`config.mk`:
```
export PLATFORM = sky130hd
export DESIGN_NAME = mul_ctrl
export DESIGN_NICKNAME = d
export VERILOG_FILES = /design/src/rtl/mul_ctrl.sv
export SDC_FILE = /design/constraint.sdc
export NUM_CORES = 1
export LEC_CHECK = 0
export CORE_MARGIN = 5
export CORE_UTILIZATION = 30
export CTS_BUF_LIST = sky130_fd_sc_hd__clkbuf_4 sky130_fd_sc_hd__clkbuf_8 sky130_fd_sc_hd__clkbuf_16
export CTS_CLUSTER_DIAMETER = 60
export CTS_CLUSTER_SIZE = 10
export DETAILED_ROUTE_END_ITERATION = 16
export PLACE_DENSITY = 0.61
export REMOVE_ABC_BUFFERS = 1
export SKIP_CTS_REPAIR_TIMING = 1
export SYNTH_ARGS = -nofsm -noshare
export SYNTH_HDL_FRONTEND = slang
export SYNTH_SLANG_ARGS = --single-unit
```
`constraint.sdc`:
```
create_clock -name clk -period 3.5 [get_ports clk]
set_clock_uncertainty 0.2 [all_clocks]
set_input_delay 0.35 -clock clk [delete_from_list [all_inputs] [get_ports clk]]
set_output_delay 0.35 -clock clk [all_outputs]
set_load 0.05 [all_outputs]
```
`src/rtl/mul_ctrl.sv`:
```
// Sign-handling and sequencing front end for the iterative unsigned multiplier.
// Converts RV32M operands to magnitudes, issues them, and restores sign/word on return.
module mul_ctrl #(
    parameter bit SWAP_EN = 1'b1
) (
    input  logic        clk,
    input  logic        rst_n,
    input  logic        vld_i,
    output logic        rdy_o,
    input  logic [2:0]  funct3_i,
    input  logic [31:0] rs1_i,
    input  logic [31:0] rs2_i,
    input  logic [4:0]  rd_idx_i,
    input  logic        flush_i,
    output logic        res_vld_o,
    output logic [31:0] res_o,
    output logic [4:0]  rd_idx_o,
    input  logic        res_ack_i,
    output logic [31:0] mul_op1_o,
    output logic [31:0] mul_op2_o,
    output logic        mul_vld_o,
    input  logic [63:0] mul_res_i,
    input  logic        mul_rdy_i
);

    localparam int unsigned XLEN  = 32;
    localparam int unsigned PW    = 64;
    localparam int unsigned IDX_W = 5;
    localparam int unsigned PC_W  = 6;

    typedef enum logic [2:0] {
        S_IDLE  = 3'd0,
        S_ISSUE = 3'd1,
        S_WAIT  = 3'd2,
        S_DONE  = 3'd3,
        S_DRAIN = 3'd4
    } state_t;

    state_t             state_q;
    logic               rdy_q;
    logic               mul_vld_q;
    logic [XLEN-1:0]    op1_q;
    logic [XLEN-1:0]    op2_q;
    logic               neg_q;
    logic               hi_q;
    logic [XLEN-1:0]    res_q;
    logic               res_vld_q;
    logic [IDX_W-1:0]   rd_idx_q;

    logic               is_mulh_d;
    logic               is_mulhsu_d;
    logic               a_neg_d;
    logic               b_neg_d;
    logic [XLEN-1:0]    a_mag_d;
    logic [XLEN-1:0]    b_mag_d;
    logic [PC_W-1:0]    a_pc_d;
    logic [PC_W-1:0]    b_pc_d;
    logic               swap_d;
    logic               zero_d;
    logic               hi_d;
    logic [XLEN-1:0]    op1_d;
    logic [XLEN-1:0]    op2_d;
    logic [PW-1:0]      prod_d;
    logic [XLEN-1:0]    res_word_d;
    logic               accept_c;

    function automatic logic [PC_W-1:0] popcount(input logic [XLEN-1:0] x);
        logic [PC_W-1:0] cnt;
        cnt = '0;
        for (int i = 0; i < int'(XLEN); i++) begin
            cnt = cnt + PC_W'(x[i]);
        end
        return cnt;
    endfunction

    // Request decode, magnitude conversion and latency-saving operand routing.
    always_comb begin
        is_mulh_d   = (funct3_i == 3'b001);
        is_mulhsu_d = (funct3_i == 3'b010);
        a_neg_d     = rs1_i[XLEN-1] & (is_mulh_d | is_mulhsu_d);
        b_neg_d     = rs2_i[XLEN-1] & is_mulh_d;
        a_mag_d     = a_neg_d ? XLEN'(~rs1_i + XLEN'(1)) : rs1_i;
        b_mag_d     = b_neg_d ? XLEN'(~rs2_i + XLEN'(1)) : rs2_i;
        a_pc_d      = popcount(a_mag_d);
        b_pc_d      = popcount(b_mag_d);
        swap_d      = SWAP_EN && (a_pc_d < b_pc_d);
        op1_d       = swap_d ? b_mag_d : a_mag_d;
        op2_d       = swap_d ? a_mag_d : b_mag_d;
        zero_d      = (rs1_i == '0) || (rs2_i == '0);
        hi_d        = (funct3_i != 3'b000);
        accept_c    = (state_q == S_IDLE) && vld_i && !flush_i;
    end

    // Sign restoration and word select on the returning product.
    always_comb begin
        prod_d     = neg_q ? PW'(~mul_res_i + PW'(1)) : mul_res_i;
        res_word_d = hi_q ? prod_d[PW-1:XLEN] : prod_d[XLEN-1:0];
    end

    always_ff @(posedge clk or negedge rst_n) begin
        if (!rst_n) begin
            state_q   <= S_IDLE;
            rdy_q     <= 1'b1;
            mul_vld_q <= 1'b0;
            op1_q     <= '0;
            op2_q     <= '0;
            neg_q     <= 1'b0;
            hi_q      <= 1'b0;
            res_q     <= '0;
            res_vld_q <= 1'b0;
            rd_idx_q  <= '0;
        end else begin
            case (state_q)
                S_IDLE: begin
                    if (accept_c) begin
                        rdy_q    <= 1'b0;
                        neg_q    <= a_neg_d ^ b_neg_d;
                        hi_q     <= hi_d;
                        rd_idx_q <= rd_idx_i;
                        if (zero_d) begin
                            res_q     <= '0;
                            res_vld_q <= 1'b1;
                            state_q   <= S_DONE;
                        end else begin
                            op1_q     <= op1_d;
                            op2_q     <= op2_d;
                            mul_vld_q <= 1'b1;
                            state_q   <= S_ISSUE;
                        end
                    end
                end
                // The start strobe already went out; a flush here must still drain.
                S_ISSUE: begin
                    mul_vld_q <= 1'b0;
                    state_q   <= flush_i ? S_DRAIN : S_WAIT;
                end
                S_WAIT: begin
                    if (mul_rdy_i) begin
                        if (flush_i) begin
                            rdy_q   <= 1'b1;
                            state_q <= S_IDLE;
                        end else begin
                            res_q     <= res_word_d;
                            res_vld_q <= 1'b1;
                            state_q   <= S_DONE;
                        end
                    end else if (flush_i) begin
                        state_q <= S_DRAIN;
                    end
                end
                S_DONE: begin
                    if (flush_i || res_ack_i) begin
                        res_vld_q <= 1'b0;
                        rdy_q     <= 1'b1;
                        state_q   <= S_IDLE;
                    end
                end
                S_DRAIN: begin
                    if (mul_rdy_i) begin
                        rdy_q   <= 1'b1;
                        state_q <= S_IDLE;
                    end
                end
                default: begin
                    mul_vld_q <= 1'b0;
                    res_vld_q <= 1'b0;
                    rdy_q     <= 1'b1;
                    state_q   <= S_IDLE;
                end
            endcase
        end
    end

    assign rdy_o     = rdy_q;
    assign res_vld_o = res_vld_q;
    assign res_o     = res_q;
    assign rd_idx_o  = rd_idx_q;
    assign mul_op1_o = op1_q;
    assign mul_op2_o = op2_q;
    assign mul_vld_o = mul_vld_q;

endmodule

```
After elaboration in Yosys (flattened, before gate mapping)
Cells that the tools add are included.

Bits in registers: 109. Output and inout bits: 104. Logic and storage cells: 156. Input bits: 142.

Bitwise operators: 11. Add/subtract/negate cells: 65. Magnitude comparators: 1. Eq/ne operators: 15. Reduce and logical (&&, ||, !) cells: 19. Multiplexer cells: 35.

Operators with widths (number): adder 6 x 1 -> 6 bit (52); two-way mux 32 bit (9); adder 32 x 1 -> 32 bit (second input constant) (2); adder 64 x 1 -> 64 bit (second input constant) (1); zero test 32 bit (2); two-way mux 64 bit (1); NOT 32 bit (2); NOT 64 bit (1); one-hot mux 32 bit (2 select lines) (1); two-way mux 3 bit (6); inequality test 2 bit (second input constant) (8); one-hot mux 3 bit (5 select lines) (1); adder 5 x 1 -> 6 bit (2); two-way mux 1 bit (12); AND reduction 6 bit (2); adder 4 x 1 -> 5 bit (2); equality test 3 x 2 -> 1 bit (second input constant) (3); adder 3 x 1 -> 4 bit (2); adder 2 x 1 -> 3 bit (2); equality test 3 x 1 -> 1 bit (second input constant) (2); < comparator 6 bit (1); AND reduction 3 bit (2); one-hot mux 1 bit (5 select lines) (1); AND reduction 5 bit (1); other kinds (20) (28).

Logic depth before layout (Yosys ltp)
Gate-level depths: netlist (run 1).

Depth in word-level cells: 37. Mapped depth: 31. Mapped depth without buffers: 29.

Worst setup path before layout (run 1)
No wires, ideal clock.

Kind: in2reg. Start: input port rs2_i[14]. End: register op1_q[11] (netlist: mul_op1_o[11]). Path buffers: 3. Data arrival time: 7.881 ns. Slack: -4.714 ns. Data required time: 3.167 ns. Stages on the path: 26. Library setup time: 0.133 ns. Cell sequence: or4_1 -> or3_1 -> clkbuf_1 -> o41ai_1 -> xor2_1 -> inv_1 -> fa_1 -> inv_1 -> fa_1 -> inv_1 -> fa_1 -> fa_1 -> fa_1 -> inv_1 -> fa_1 -> inv_1 -> ha_1 -> inv_1 -> fa_1 -> ha_1 -> a2111oi_0 -> o31a_1 -> clkbuf_1 -> buf_1 -> mux2i_1 -> o21ai_0.

Longest elaborated chain between the ends: 23. Elaborated cells on any way between the ends: 27. Those cells by class: 19 x add/sub; 1 x order compare; 2 x mux; 2 x bitwise; 3 x reduce/logical.

Ends and longest elaborated chain: from (decl) (line 12) `input logic [31:0] rs2_i,`; NOT 32 bit (line 83) `b_mag_d = b_neg_d ? XLEN'(~rs2_i + XLEN'(1)) : rs2_i;`; adder 32 x 1 -> 32 bit (line 83); two-way mux 32 bit (line 83); adder 6 x 1 -> 6 bit (18 in a row) (line 71) `cnt = cnt + PC_W'(x[i]);`; < comparator 6 bit (line 86) `swap_d = SWAP_EN && (a_pc_d < b_pc_d);`; two-way mux 32 bit (line 87) `op1_d = swap_d ? b_mag_d : a_mag_d;`; to (signal assigned) (line 125) `op1_q <= op1_d;`; to (decl) (line 42) `logic [XLEN-1:0] op1_q;`.

Several ways; a longest one is shown, not always the timed one. A chain may end at the register's enable or synchronous reset.

Worst setup path in the final report (run 1)
Start: input port rs2_i[18]. End: register op2_q[16] (netlist: mul_op2_o[16]).

Longest elaborated chain between the ends: 19. Elaborated cells on any way between the ends: 23. Those cells by class: 15 x add/sub; 1 x order compare; 2 x mux; 2 x bitwise; 3 x reduce/logical.

Ends and longest elaborated chain: NOT 32 bit (line 83); adder 32 x 1 -> 32 bit (line 83); two-way mux 32 bit (line 83); adder 6 x 1 -> 6 bit (14 in a row) (line 71); < comparator 6 bit (line 86); two-way mux 32 bit (line 88) `op2_d = swap_d ? a_mag_d : b_mag_d;`; to (signal assigned) (line 126) `op2_q <= op2_d;`; to (decl) (line 43) `logic [XLEN-1:0] op2_q;`.

Several ways; a longest one is shown, not always the timed one.

==> flow_summary.json, run 1 <==
{
  "rsz0062_at_grt": "true",
  "overflow": 0,
  "seq_area_frac_synth": 0.2768,
  "finalHoldViolCount": 74,
  "first_global_vias": 10870,
  "setup_viol": 64,
  "cts_buffer_depth": 2,
  "grtUsageTotal": 0.2121,
  "initial_utilization": 0.3037,
  "vias": 11140,
  "layout-drive-gt1-share": 0.2898,
  "routed_wl_mm": 41.25,
  "status": "finished with violations",
  "pre_cts_ws_ns": -5.129,
  "htreeDepth": 3,
  "clockRootBuffer": "clkbuf_16",
  "finalSetupTns_ns": -247.62,
  "nFillCells": 3002,
  "routedWlPerCell_um": 19.58,
  "worst_slew_pin_slew_ns": 0.9892,
  "antenna_found_initial": 7,
  "synth_area_um2": 9857,
  "synth_flop_cell": "dfrtp_1",
  "synthToLayoutAreaGrowth_pct": 63.65,
  "viasPerCell": 5.286,
  "synthArstFlopShare": 1.000,
  "clock_latency_ns": 0.38,
  "endpoint_kind": "register",
  "min_path_type": "input pin to async pin",
  "clk_pin_slew_ns": 0.09,
  "globalplace.congestion": 0.9305,
  "synth.distinct_cells": 69,
  "cp-startpoint": "rs2_i[18]",
  "crit_path_max_incr_delay_ns": 0.57,
  "io_buffers": 245,
  "crit_fanout": 9,
  "slowest_stage": "fa_1",
  "syn-mean-instance-area_um2": 8.483,
  "min_period_ns": 7.445,
  "die_w_um": 191.3,
  "ys_warn_count": 0,
  "numCtsBuffers": 9,
  "critPathKind": "input pin to register",
  "hpwl_mm": 32.05,
  "ant_nets": 0,
  "hold-worst-slack_ns": -0.06670,
  "startpoint_type": "input pin",
  "drt_pre_antenna_iters": 5,
  "synth-edff-count": 0,
  "die_h_um": 191.3,
  "drt_iter0_markers": 795,
  "nNetsFinal": 1870,
  "ioPinCount": 246,
  "cts_tree": "done",
  "synthCells": 1162,
  "maxCapViolCount": 0,
  "core_area_um2": 32450,
  "critPathArrivalTime_ns": 7.55,
  "die_area_um2": 36580,
  "fmax_mhz": 134.3,
  "drc_errors": 0,
  "violations": "negative hold slack, negative setup slack",
  "ys_seq_elements": 109,
  "drv_slew": 0,
  "fin_crit_sh": 2.127,
  "grt_pass1_wl_mm": 60.98,
  "rows": 66,
  "timing.rr.start": "state_q[1]",
  "clock-sinks": 109,
  "slew_headroom": 0.3405,
  "required_ns": 3.60,
  "setup_ws_ns": -3.945,
  "grt_max_degree": 77
}
layout by cell type, fill, tap and decap left out, types with 10 or more instances in the layout:
cell	netlist	layout
o21ai_0	105	51
xnor2_1	61	58
a21oi_2	0	14
or4_1	17	14
dfrtp_1	108	108
a31oi_1	18	17
clkbuf_16	0	11
ha_1	22	18
o21ai_1	0	42
or3_1	23	20
nor3_1	27	19
dlymetal6s2s_1	0	41
nand4_1	15	15
o31ai_1	25	20
clkdlybuf4s50_1	0	199
fa_2	0	10
mux2_2	21	12
nand2_1	115	114
xor2_1	41	39
nor2_1	87	79
inv_1	86	75
buf_6	1	18
a22oi_1	13	13
nor4_1	29	23
buf_4	0	282
o41ai_1	19	15
mux2i_1	33	31
o21ai_2	0	12
a21oi_1	52	38
fa_1	48	38
inv_2	0	11
state kept, by name, indices dropped and copies added, names as in the netlist:
register   cells
rdy_o          1
state_q        3
res_vld_o      1
mul_op2_o     32
hi_q           1
mul_vld_o      1
res_o         32
mul_op1_o     32
neg_q          1
rd_idx_o       5
per-stage QoR:
stage / hold slack, ns / cell area (um^2) / cells / utilization
2_1_floorplan: -0.1456 / 9598 / 1096 / -
3_3_place_gp: 0.2624 / 14740 / 2055 / 0.4542
3_5_place_dp: 0.2654 / 14740 / 2055 / 0.4542
4_1_cts: -0.03272 / 15040 / 2071 / 0.4636
5_1_grt: 0.03238 / 16130 / 2107 / 0.4970
6_report: -0.06670 / 16130 / 2107 / 0.4970
layer usage:
metal | global-route usage | wire length, um | vias up
met4 | 0.05967 | 1063 | 8
met1 | 0.2810 | 17510 | 5427
met2 | 0.3548 | 19960 | 451
met5 | 0 | 57 | -
li1 | - | - | 5169
met3 | 0.03963 | 2656 | 82
Yosys cell counts, types with 4 or more instances:
library cell	n	area share
a21o_1	7	0.0053
a21oi_1	52	0.026
a22oi_1	13	0.0099
a31oi_1	18	0.011
a41oi_1	6	0.0053
clkbuf_1	59	0.022
dfrtp_1	108	0.27
fa_1	48	0.097
ha_1	22	0.028
inv_1	86	0.033
mux2_2	21	0.024
mux2i_1	33	0.034
nand2_1	115	0.044
nand2b_1	6	0.0038
nand3_1	11	0.0056
nand4_1	15	0.0095
nor2_1	87	0.033
nor2b_1	7	0.0044
nor3_1	27	0.014
nor4_1	29	0.018
nor4b_1	4	0.0036
o211ai_1	7	0.0053
o21ai_0	105	0.053
o221ai_1	11	0.0098
o311ai_0	6	0.0053
o31ai_1	25	0.019
o41ai_1	19	0.017
or2_2	7	0.0044
or3_1	23	0.015
or4_1	17	0.013
xnor2_1	61	0.054
xor2_1	41	0.036
final timing paths:
check	depth (start not counted)	to	slack (ns)
setup / recovery	30	mul_op2_o[16]	-3.95
hold / removal	1	mul_op1_o[14]	-0.07
setup reg to reg	6	res_o[22]	0.44
hold reg to reg	2	mul_op1_o[6]	0.29
max in group asynchronous	2	rdy_o	2.27
min in group clk	4	hi_q	0.28
final cells by class:
class	count	area (um^2)	area share
sequential	109	2729	0.1692
clock inverter	7	78.83	0.004887
inverter	86	322.8	0.02001
antenna	2	5.005	0.0003103
tap	442	553.0	0.03428
clock buffer	9	225.2	0.01396
timing repair buffer	551	5005	0.3103
multi-input combinational	901	7212	0.4471
cells by family (layout without fill, tap and decap cells):
group	after synthesis	count (layout)	share of synthesized area
AND/OR/NAND/NOR	375	375	0.1938
AO/OA/AOI/OAI	300	300	0.1968
buffers and inverters	152	653	0.05902
flip-flops	109	109	0.2768
XOR/XNOR	102	102	0.09063
adder cells (fa/ha/maj)	70	70	0.1254
multiplexers	54	54	0.05750
other	0	2	0
worst max-delay path, delay by kind of cell:
family          cells  cell delay, ns
fa+ha+maj           8            3.50
buf+inv            11            1.64
compound gates      5            0.95
xor+xnor            2            0.43
simple gates        3            0.37
mux                 1            0.29
Power of run 1 is not shown: default switching activity piles up to over one toggle a cycle in this logic, so the estimate is an artifact.
==> inputs of run 2 (changes only) <==
==> constraint.sdc (replaced) <==
create_clock -name clk -period 3.5 [get_ports clk]
set_clock_uncertainty 0.2 [all_clocks]
set_input_delay 0.35 -clock clk [delete_from_list [all_inputs] [get_ports clk]]
set_output_delay 0.35 -clock clk [all_outputs]
set_load 0.01 [all_outputs]
==> results of run 2 <==
No change in the layout: final DEF, timing and power equal those of run 1.
Power of run 2 is left out for the same reason.
==> inputs of run 3 (changes only) <==
--- a/config.mk
+++ b/config.mk
@@ -11,9 +11,9 @@
 export CTS_CLUSTER_DIAMETER = 60
 export CTS_CLUSTER_SIZE = 10
 export DETAILED_ROUTE_END_ITERATION = 16
-export PLACE_DENSITY = 0.61
 export REMOVE_ABC_BUFFERS = 1
 export SKIP_CTS_REPAIR_TIMING = 1
+export SLEW_MARGIN = 25
 export SYNTH_ARGS = -nofsm -noshare
 export SYNTH_HDL_FRONTEND = slang
 export SYNTH_SLANG_ARGS = --single-unit
==> run 3 against run 2 <==
  * The run ends with negative setup slack left
  * Sequential cell count stayed put
  * Utilization is 0.47 points lower
  * Fmax is 2.4% lower
  * Cell area is 0.94% lower
  * Critical path depth is 2 higher
  * Worst hold slack better by 0.35 ns
  * First-iteration DRC count is 5.9% lower
  * Die area stayed put
  * Sequential share of layout area is 0.16 points higher
  * Global-route usage is 0.27 points higher
  * Register-to-register slack better by 0.18 ns
==> flow_summary.json, run 3 (synthesized netlist as in run 1, its figures left out) <==
{
  "clock_latency_ns": 0.38,
  "drt_pre_antenna_iters": 5,
  "io_buffers": 245,
  "maxCapViolCount": 0,
  "viasPerCell": 5.175,
  "core_area_um2": 32450,
  "worst_r2r_endpoint": "res_o[6]",
  "finalHoldViolCount": 0,
  "grt_pass1_wl_mm": 61.62,
  "first_global_vias": 10740,
  "timing.rr.start": "state_q[1]",
  "ant_nets": 0,
  "nNetsFinal": 1872,
  "clockRootBuffer": "clkbuf_16",
  "vias": 10910,
  "hpwl_mm": 32.22,
  "slew_headroom": 0.4643,
  "slowest_stage": "fa_2",
  "cpMostUsedCell": "fa_1",
  "die_area_um2": 36580,
  "die_w_um": 191.3,
  "fin_crit_sh": 2.180,
  "pre_cts_ws_ns": -5.030,
  "clk_pin_slew_ns": 0.08,
  "critPathKind": "input pin to register",
  "critPathArrivalTime_ns": 7.70,
  "overflow": 0,
  "endpoint_kind": "register",
  "routedWlPerCell_um": 19.41,
  "nFillCells": 3115,
  "setup_ws_ns": -4.131,
  "min_period_ns": 7.631,
  "ioPinCount": 246,
  "status": "finished with violations",
  "synthToLayoutAreaGrowth_pct": 62.11,
  "cts_buffer_depth": 2,
  "cp-startpoint": "rs2_i[8]",
  "grt_max_degree": 82,
  "startpoint_type": "input pin",
  "min_path_type": "register to register",
  "violations": "negative setup slack",
  "worst_slew_pin_slew_ns": 0.8035,
  "crit_path_max_incr_delay_ns": 0.59,
  "layout-drive-gt1-share": 0.2649,
  "final_cell_mix": "286 x buf_4, 202 x clkdlybuf4s50_1, 114 x nand2_1",
  "die_h_um": 191.3,
  "drv_slew": 0,
  "htreeDepth": 3,
  "grtUsageTotal": 0.2148,
  "cts_tree": "done",
  "rows": 66,
  "r2r.worst_path.cells": 6,
  "final_common_cell": "buf_4",
  "drt_iter0_markers": 748,
  "globalplace.congestion": 0.9207,
  "initial_utilization": 0.3037,
  "numCtsBuffers": 9,
  "required_ns": 3.57,
  "hold-worst-slack_ns": 0.2821,
  "drc_errors": 0,
  "clock-sinks": 109,
  "r2r_slack_ns": 0.62,
  "endpoint": "mul_op2_o[13]",
  "crit_fanout": 7,
  "setup_viol": 64,
  "routed_wl_mm": 40.94,
  "fmax_mhz": 131.0,
  "antenna_found_initial": 5,
  "rsz0062_at_grt": "true"
}
==> run 3: per-stage QoR <==
| stage | setup TNS [ns] | cell area (um^2) | std cells | utilization |
|---|---|---|---|---|
| after floorplan | -397.96 | 9598 | 1096 | - |
| after global placement | -308.88 | 14870 | 2062 | 0.4581 |
| after detailed placement | -315.36 | 14870 | 2062 | 0.4582 |
| after CTS | -291.07 | 15200 | 2078 | 0.4683 |
| after global routing | -274.33 | 15980 | 2109 | 0.4924 |
| final | -258.92 | 15980 | 2109 | 0.4924 |
==> run 3: worst min path at each step <==
stage,start,end,slack (ns),cells past startpoint
floorplan,rst_n,hi_q,-0.15,0
global route,mul_op2_o[16],mul_op2_o[16],0.31,2
detailed placement,rst_n,mul_op1_o[8],0.27,1
CTS,rst_n,mul_op1_o[8],-0.15,1
global placement,mul_op2_o[0],mul_op2_o[0],0.26,2
finish,mul_op2_o[0],mul_op2_o[0],0.28,2
==> run 3: critical path: cells and delay by family <==
kind,cells,cell delay (ns)
adders and majority gates,9,3.76
buffers and inverters,12,1.61
AOI/OAI and AO/OA,5,0.89
xor gates and xnor gates,2,0.46
and+or+nand+nor,3,0.40
muxes,1,0.24
==> run 3: per-layer routing <==
metal / track usage / wire (um)
met3: 0.03798 / 2417
met1: 0.2811 / 17630
met2: 0.3600 / 19790
met4: 0.07044 / 1079
met5: 0 / 31
==> run 3: cell type report <==
type / count / area, um^2 / share of cell area
antenna: 2 / 5.005 / 0.0003132
clock buffer: 9 / 225.2 / 0.01409
clock inverter: 7 / 102.6 / 0.006421
inverter: 86 / 322.8 / 0.02020
multi-input combinational: 901 / 6968 / 0.4361
sequential: 109 / 2729 / 0.1708
tap: 442 / 553.0 / 0.03461
timing repair buffer: 553 / 5074 / 0.3175
Power of run 3 is left out for the same reason.
